`src/rtl/gpr_sb.sv`:
```
// General-purpose register file with hardwired zero, overflow flag register, write-to-read
// bypass and a per-register busy scoreboard for stalling on pending writebacks.
module gpr_sb #(
    parameter int unsigned DATA_W   = 32,
    parameter int unsigned ADDR_W   = 5,
    parameter int unsigned FLAG_REG = 30,
    parameter bit          BYPASS   = 1'b1
) (
    input  logic              clk,
    input  logic              rst,
    input  logic [ADDR_W-1:0] rd_addr1,
    input  logic [ADDR_W-1:0] rd_addr2,
    output logic [DATA_W-1:0] rd_data1,
    output logic [DATA_W-1:0] rd_data2,
    output logic              rd_busy1,
    output logic              rd_busy2,
    input  logic              wr_en,
    input  logic [ADDR_W-1:0] wr_addr,
    input  logic [DATA_W-1:0] wr_data,
    input  logic              ovf_en,
    input  logic              ovf,
    input  logic              rsv_en,
    input  logic [ADDR_W-1:0] rsv_addr,
    output logic              rsv_ok,
    output logic [ADDR_W:0]   busy_cnt,
    output logic              sb_err
);

    localparam int unsigned NREG = 2 ** ADDR_W;
    localparam int unsigned CW   = ADDR_W + 1;
    localparam logic [ADDR_W-1:0] FLAG_A = ADDR_W'(FLAG_REG);
    localparam logic [ADDR_W-1:0] ZERO_A = '0;

    logic [DATA_W-1:0] regs [NREG];
    logic [NREG-1:0]   busy;
    logic [NREG-1:0]   busyNext;
    logic [NREG-1:0]   clrMask;
    logic [NREG-1:0]   setMask;
    logic [CW-1:0]     cntReg;
    logic [CW-1:0]     cntNext;
    logic              errReg;

    logic wrSuppress;
    logic wrEffective;
    logic flagUpd;
    logic flagWrite;
    logic rsvAccept;
    logic setInc;
    logic clrDec;

    // Write qualification: a trapping overflow drops the data write but still updates the flag.
    always_comb begin
        wrSuppress  = wr_en & ovf_en & ovf;
        wrEffective = wr_en & (wr_addr != ZERO_A) & ~wrSuppress;
        flagUpd     = wr_en & ovf_en;
        flagWrite   = flagUpd & ~(wrEffective & (wr_addr == FLAG_A));
    end

    function automatic logic [DATA_W-1:0] readPort(input logic [ADDR_W-1:0] addr);
        logic [DATA_W-1:0] val;
        val = regs[addr];
        if (addr == ZERO_A) begin
            val = '0;
        end else if (BYPASS) begin
            if (wrEffective && (wr_addr == addr)) begin
                val = wr_data;
            end else if ((addr == FLAG_A) && flagUpd) begin
                val = DATA_W'(ovf);
            end
        end
        return val;
    endfunction

    always_comb begin
        rd_data1 = readPort(rd_addr1);
        rd_data2 = readPort(rd_addr2);
        rd_busy1 = busy[rd_addr1] & ~(BYPASS & wr_en & (wr_addr == rd_addr1));
        rd_busy2 = busy[rd_addr2] & ~(BYPASS & wr_en & (wr_addr == rd_addr2));
    end

    // Scoreboard: a same-cycle release of the target register lets a new reservation through.
    always_comb begin
        rsv_ok    = rsv_en & ((rsv_addr == ZERO_A) | ~busy[rsv_addr] |
                              (wr_en & (wr_addr == rsv_addr)));
        rsvAccept = rsv_ok & (rsv_addr != ZERO_A);
        clrMask   = '0;
        setMask   = '0;
        if (wr_en) begin
            clrMask = NREG'(1) << wr_addr;
        end
        if (rsvAccept) begin
            setMask = NREG'(1) << rsv_addr;
        end
        busyNext    = ((busy & ~clrMask) | setMask) & ~NREG'(1);
        setInc      = rsvAccept & ~busy[rsv_addr];
        clrDec      = wr_en & (wr_addr != ZERO_A) & busy[wr_addr] &
                      ~(rsvAccept & (rsv_addr == wr_addr));
        cntNext     = cntReg + CW'(setInc) - CW'(clrDec);
    end

    always_ff @(posedge clk or posedge rst) begin
        if (rst) begin
            for (int i = 0; i < int'(NREG); i++) begin
                regs[i] <= '0;
            end
            busy   <= '0;
            cntReg <= '0;
            errReg <= 1'b0;
        end else begin
            if (flagWrite) begin
                regs[FLAG_A] <= DATA_W'(ovf);
            end
            if (wrEffective) begin
                regs[wr_addr] <= wr_data;
            end
            busy   <= busyNext;
            cntReg <= cntNext;
            if (rsv_en && !rsv_ok) begin
                errReg <= 1'b1;
            end
        end
    end

    assign busy_cnt = cntReg;
    assign sb_err   = errReg;

endmodule

```
`config.mk`:
```
export PLATFORM = sky130hd
export DESIGN_NAME = gpr_sb
export DESIGN_NICKNAME = d
export VERILOG_FILES = /design/src/rtl/gpr_sb.sv
export SDC_FILE = /design/constraint.sdc
export NUM_CORES = 2
export LEC_CHECK = 0
export BUFFER_PORTS_ARGS = -buffer_cell sky130_fd_sc_hd__buf_2
export CORE_MARGIN = 2
export CORE_UTILIZATION = 57
export CTS_CLUSTER_DIAMETER = 120
export DETAILED_ROUTE_END_ITERATION = 8
export MAX_ROUTING_LAYER = met4
export PLACE_DENSITY = 0.8
export REMOVE_ABC_BUFFERS = 1
export SLEW_MARGIN = 20
export SYNTH_ARGS = -nofsm -noshare
export SYNTH_HDL_FRONTEND = slang
export SYNTH_SLANG_ARGS = --single-unit
```
`constraint.sdc`:
```
create_clock -name clk -period 31.2 [get_ports clk]
set_input_delay 0 -clock clk [delete_from_list [all_inputs] [get_ports clk]]
set_output_delay 0 -clock clk [all_outputs]
set_load 0.03 [all_outputs]
```
# Word-level counts from Yosys, hierarchy flattened
# Cells that the tools add are included.
# W data, S select, Z words.
[word_totals]
output_inout_bits = 74
word_cells = 124
register_bits = 1062
input_bits = 58
[classes]
addsub = 2
mux = 27
n_eq_ne = 7
order_cmp = 8
bitwise_logic = 31
n_reduce_logical = 12
shift = 2
[op_table]
columns = ["cell", "count"]
rows = [
  ["$bwmux W1024", 1],
  ["$mux W32", 14],
  ["$bmux W32 S5", 2],
  ["$demux W32 S5", 1],
  ["$mux W64", 1],
  ["$shl A1 B5 Y32 const A", 2],
  ["$and A32 B32 Y32", 1],
  ["$not A32 Y32", 1],
  ["$or A32 B32 Y32", 1],
  ["$lt A5 B6 Y1 const B", 4],
  ["$bmux W1 S5", 4],
  ["$eq A5 B5 Y1", 4],
  ["$ge A6 B6 Y1 const B", 3],
  ["$not A5 Y6", 3],
  ["$and A1 B1 Y1", 17],
  ["$eq A5 B5 Y1 const B", 3],
  ["$logic_not A5 Y1", 3],
  ["$reduce_bool A5 Y1", 2],
  ["$add A6 B1 Y6", 1],
  ["$logic_and A1 B1 Y1", 6],
  ["$lt A6 B1 Y1 const B", 1],
  ["$not A1 Y1", 6],
  ["$sub A6 B1 Y6", 1],
  ["$mux W1", 4],
  ["other kinds (2)", 3],
]

# Depth between registers and ports, before layout
[depth]
word_depth = 11
depth_mapped = 15
ltp_nobuf = 13

# Worst setup path before layout
# OpenSTA, ideal clock, no wires.
[synth_timing]
kind = "register to register"
start = "register busy[30]"
end = "register cntReg[4] (netlist: busy_cnt[4])"
arrival_ns = 2.951
n_path_buf = 0
path_stages_with_launch = 13
setup_slack_ns = 28.169
required_time_ns = 31.120
period_less_slack_ns = 3.031
setup_ns = 0.080
cell_sequence = "dfrtp_1 mux4_2 mux4_2 nor2_2 o311ai_0 ha_1 inv_1 ha_1 fa_1 a21oi_1 nor2_1 nor2_1 xnor2_1"
[synth_between]
elab_chain_len = 11
word_cells_on_any_way = 16
classes_between = "2 x add/sub; 4 x mux; 10 x bitwise"
[synth_lines]
columns = ["item", "line_no", "rtl"]
rows = [
  ["start, declared", "35", "logic [NREG-1:0] busy;"],
  ["start signal, assigned", "116", "busy <= busyNext;"],
  ["parallel branches: the longest is 10 deep, another holds $add A6 B1 Y6", "--", ""],
  ["$sub A6 B1 Y6 *", "98", "cntNext = cntReg + CW'(setInc) - CW'(clrDec);"],
  ["net cntNext[4]", "40", "logic [CW-1:0] cntNext;"],
  ["end signal, assigned", "117", "cntReg <= cntNext;"],
  ["end, declared", "39", "logic [CW-1:0] cntReg;"],
]
# Mark *: on every way through the listed nets, which the timed path passes. The select of a mux whose other input is x is not followed.
# A chain may end at the register's enable or synchronous reset.

# Final worst setup path
[layout_timing]
start = "input port rd_addr1[1]"
end = "output port rd_data1[0]"
[layout_between]
elab_chain_len = 7
word_cells_on_any_way = 12
classes_between = "2 x eq/ne; 6 x mux; 1 x bitwise; 3 x reduce/logical"
[layout_lines]
columns = ["item", "line_no", "rtl"]
rows = [
  ["start, declared", "11", "input logic [ADDR_W-1:0] rd_addr1,"],
  ["$not A5 Y6 (not written as such)", "61", "val = regs[addr];"],
  ["$bmux W32 S5", "61", ""],
  ["$mux W32 (not written as such) (2 in a row)", "61", ""],
  ["$mux W32", "67", "end else if ((addr == FLAG_A) && flagUpd) begin"],
  ["$mux W32", "65", "if (wrEffective && (wr_addr == addr)) begin"],
  ["$mux W32 *", "62", "if (addr == ZERO_A) begin"],
  ["end, declared", "13", "output logic [DATA_W-1:0] rd_data1,"],
]
# Every way passes the cells marked *; elsewhere a longest branch is shown, timed or not. The select of a mux whose other input is x is not followed.

==> metrics.md <==
| Metric | Value |
|---|---|
| CTS tree | `built` |
| Seq. cell area | `0.0266 sq mm` |
| Cell with the most instances after synthesis | `dfrtp_1` |
| Critical setup path kind | `in2out` |
| Synth top area share | `45.9%` |
| Worst EP required | `31.20 ns` |
| Hold Path Sink | `busy[29]` |
| Syn avg cell area | `15.0 sq um` |
| Post-synth ARST share | `100%` |
| Mux contribution to synthesized area | `42.8%` |
| Fraction of the mapped netlist area in adder cells | `0.164%` |
| Post-synthesis sequential area ratio | `45.9%` |
| Dpl cells | `4997` |
| Top-Level Pins | `132` |
| Worst hold path type | `in2reg` |
| Core Box Area | `0.100 sq mm` |
| # setup viols final | `0` |
| Clk_lat worst skew | `0.70 ns` |
| Status | `finished clean` |
| Port bufs | `131` |
| CTS buffer count | `108` |
| First-pass GRT wire length | `248 mm` |
| Fillers | `7098` |
| PwrDens | `62.8 mW/mm^2` |
| Clk sinks | `1062` |
| Vias | `37700` |
| Synth Cell Area | `0.0579 sq mm` |
| Compound-Gate Fraction of Synth Area | `3.86%` |
| Crit. End Element | `output port` |
| Remaining antenna violation count | `0` |
| Final Hold Fails | `0` |
| Final Slew Violations | `0` |
| Detailed Place HPWL | `91.2 mm` |
| Worst slew margin | `19.6%` |
| Synth Warn # | `0` |
| Initial Util | `57.7%` |
| Critical Path Source Type | `input port` |
| Largest net degree at the start of global routing | `151` |
| Drt initial violations | `4802` |
| Routed WL | `163 mm` |
| Number of distinct library cells after synthesis | `70` |
| FP Rows | `116` |
| Simple-gate share of the synthesized area | `3.29%` |
| Clock skew | `0.0101 ns` |
| Drt drc | `0` |
| Die X | `323 um` |
| Hold Path Cell Cnt | `4` |
| Setup bufs post-CTS | `0` |
| Worst Path Arrival | `4.20 ns` |
| Commonest cells post-synth | `1062 x dfrtp_1, 955 x mux2_2, 594 x mux4_2` |
| Hold path startpoint | `wr_addr[4]` |
| Xor and xnor area share after synthesis | `0.302%` |
| Ranking of synthesized cells by area | `dfrtp_1 46%, mux4_2 23%, mux2_2 19%` |
| Layout cell share with drive strength beyond 1 | `51.7%` |
| Fin util | `63.0%` |
| Crit share post-route | `13.5%` |
| Fin Setup TNS | `0 ns` |
| Pleak | `27.9 nW` |
| DR vias/cell | `7.19` |
| Synth area leader | `dfrtp_1` |
| Max-Cap Viols | `0` |
| Largest family of logic cells by synthesized area | `multiplexers` |
| R2r worst-path depth | `12` |
| Hold slack | `0.0698 ns` |
| Area occupied by multi-input gates | `0.0294 sq mm` |
| Gr ovfl total | `0` |
| GPL Wtd Cong | `0.909` |
| Worst slew pin tran | `1.20 ns` |
| Worst-path clk slew | `0.07 ns` |
| #FFs+latches synth | `1062` |
| Router iterations before antenna repair | `5` |
| Final cell count without fillers | `5249` |
| Maximum VDD drop | `0.0473 mV` |
| CP Max Fanout | `58` |
| Register-to-register setup slack | `27.87 ns` |
| Htree depth | `3` |
| Reg-to-Reg End | `busy_cnt[4]` |
| Max Clock Freq | `238 MHz` |
| Gr usage total | `33.0%` |
| Area Growth Syn to Fin | `9.28%` |
| Nets | `3865` |
| Root Driver | `clkbuf_16` |
| Mapped Cells | `3864` |
| Die area | `0.104 sq mm` |
| DR WL/cell | `31.1 um` |
| Post-synth EDFFs | `0` |
| Die Span Y | `323 um` |
| FF-to-FF Start | `busy[6]` |
| Synth Flop Type | `dfrtp_1` |
| Post-layout minimum cycle time | `4.20 ns` |
| Clk buf depth | `3` |
| RSZ-0062 raised after global routing | `false` |
| Number of global-route vias before repair | `38700` |
| Initial antenna violation count | `1` |
## sequential cells by signal, indices dropped and copies added, names as in the netlist
| name | flops |
|---|---|
| regs | 1024 |
| busy_cnt | 6 |
| busy | 31 |
| sb_err | 1 |
## report_power, final
part           total, mW  internal, mW  switching (mW)
Clock               1.34         0.780           0.563
Sequential          1.79          1.61           0.178
Combinational      0.843         0.481           0.362
Total               3.98          2.87            1.10
## cell type report
class / count / area share (%)
Clock inverter: 44 / 0.699
Sequential cell: 1062 / 42.0
Inverter: 20 / 0.138
Antenna cell: 1 / 0.00395
Multi-Input combinational cell: 2348 / 46.5
Timing Repair Buffer: 260 / 2.93
Clock buffer: 157 / 5.13
Tap cell: 1357 / 2.68
## cells by family after synthesis
group,after synthesis
mux,1617
flops,1062
buf+inv,454
simple gates,399
compound gates,305
xor+xnor,20
fa+ha+maj,7
## stage by stage
step / cell area, sq um / power [mW] / setup slack, ns
final: 63300 / 3.98 / 27.00
after global routing: 63300 / 4.13 / 26.45
after CTS: 63300 / 3.98 / 27.06
after detailed placement: 59100 / 2.63 / 26.87
after global placement: 59100 / 2.58 / 26.94
after floorplan: 55900 / 2.37 / 1.31
## worst max path at each step
stage	from	endpoint	depth (start not counted)
2_1_floorplan	rst	busy[10]	1
3_3_place_gp	rst	regs[346]	6
3_5_place_dp	rst	regs[966]	6
4_1_cts	rst	regs[710]	7
5_1_grt	rst	regs[742]	7
6_report	rd_addr1[1]	rd_data1[0]	9
## metal layers
metal  global-route usage (%)  routed length, um  vias to the layer above
met5                        -                  0                        -
met4                     13.8               7470                        0
met3                     7.25              16900                      498
met2                     48.8              75900                     2187
met1                     44.7              63000                    20200
li1                         -                  -                    14900
## critical path: stages
cell	delay (ns)
buf_8	0.40
buf_4	0.74
buf_4	0.86
mux4_2	0.37
mux2i_1	0.10
o22ai_1	0.22
a2111oi_0	0.09
a2111oi_1	0.94
buf_2	0.35
## placed cells by master (no fill, tap or decap), types with 33 or more instances in the layout
cell           instances
mux2i_1               68
o21ai_0               71
buf_4                 78
dfrtp_1             1062
dlygate4sd3_1         50
nand2_1              178
mux4_2               594
and3_1                33
mux2_2               955
a211oi_1              58
nand3_1               44
nor2b_1               38
a22oi_1               61
buf_2                123
clkbuf_16            111
## timing repair
action                     CTS  global route
hold buffers                50             0
gates resized for setup      0             0
hold endpoints to repair  1132             0
(Power assumes the default switching activity.)
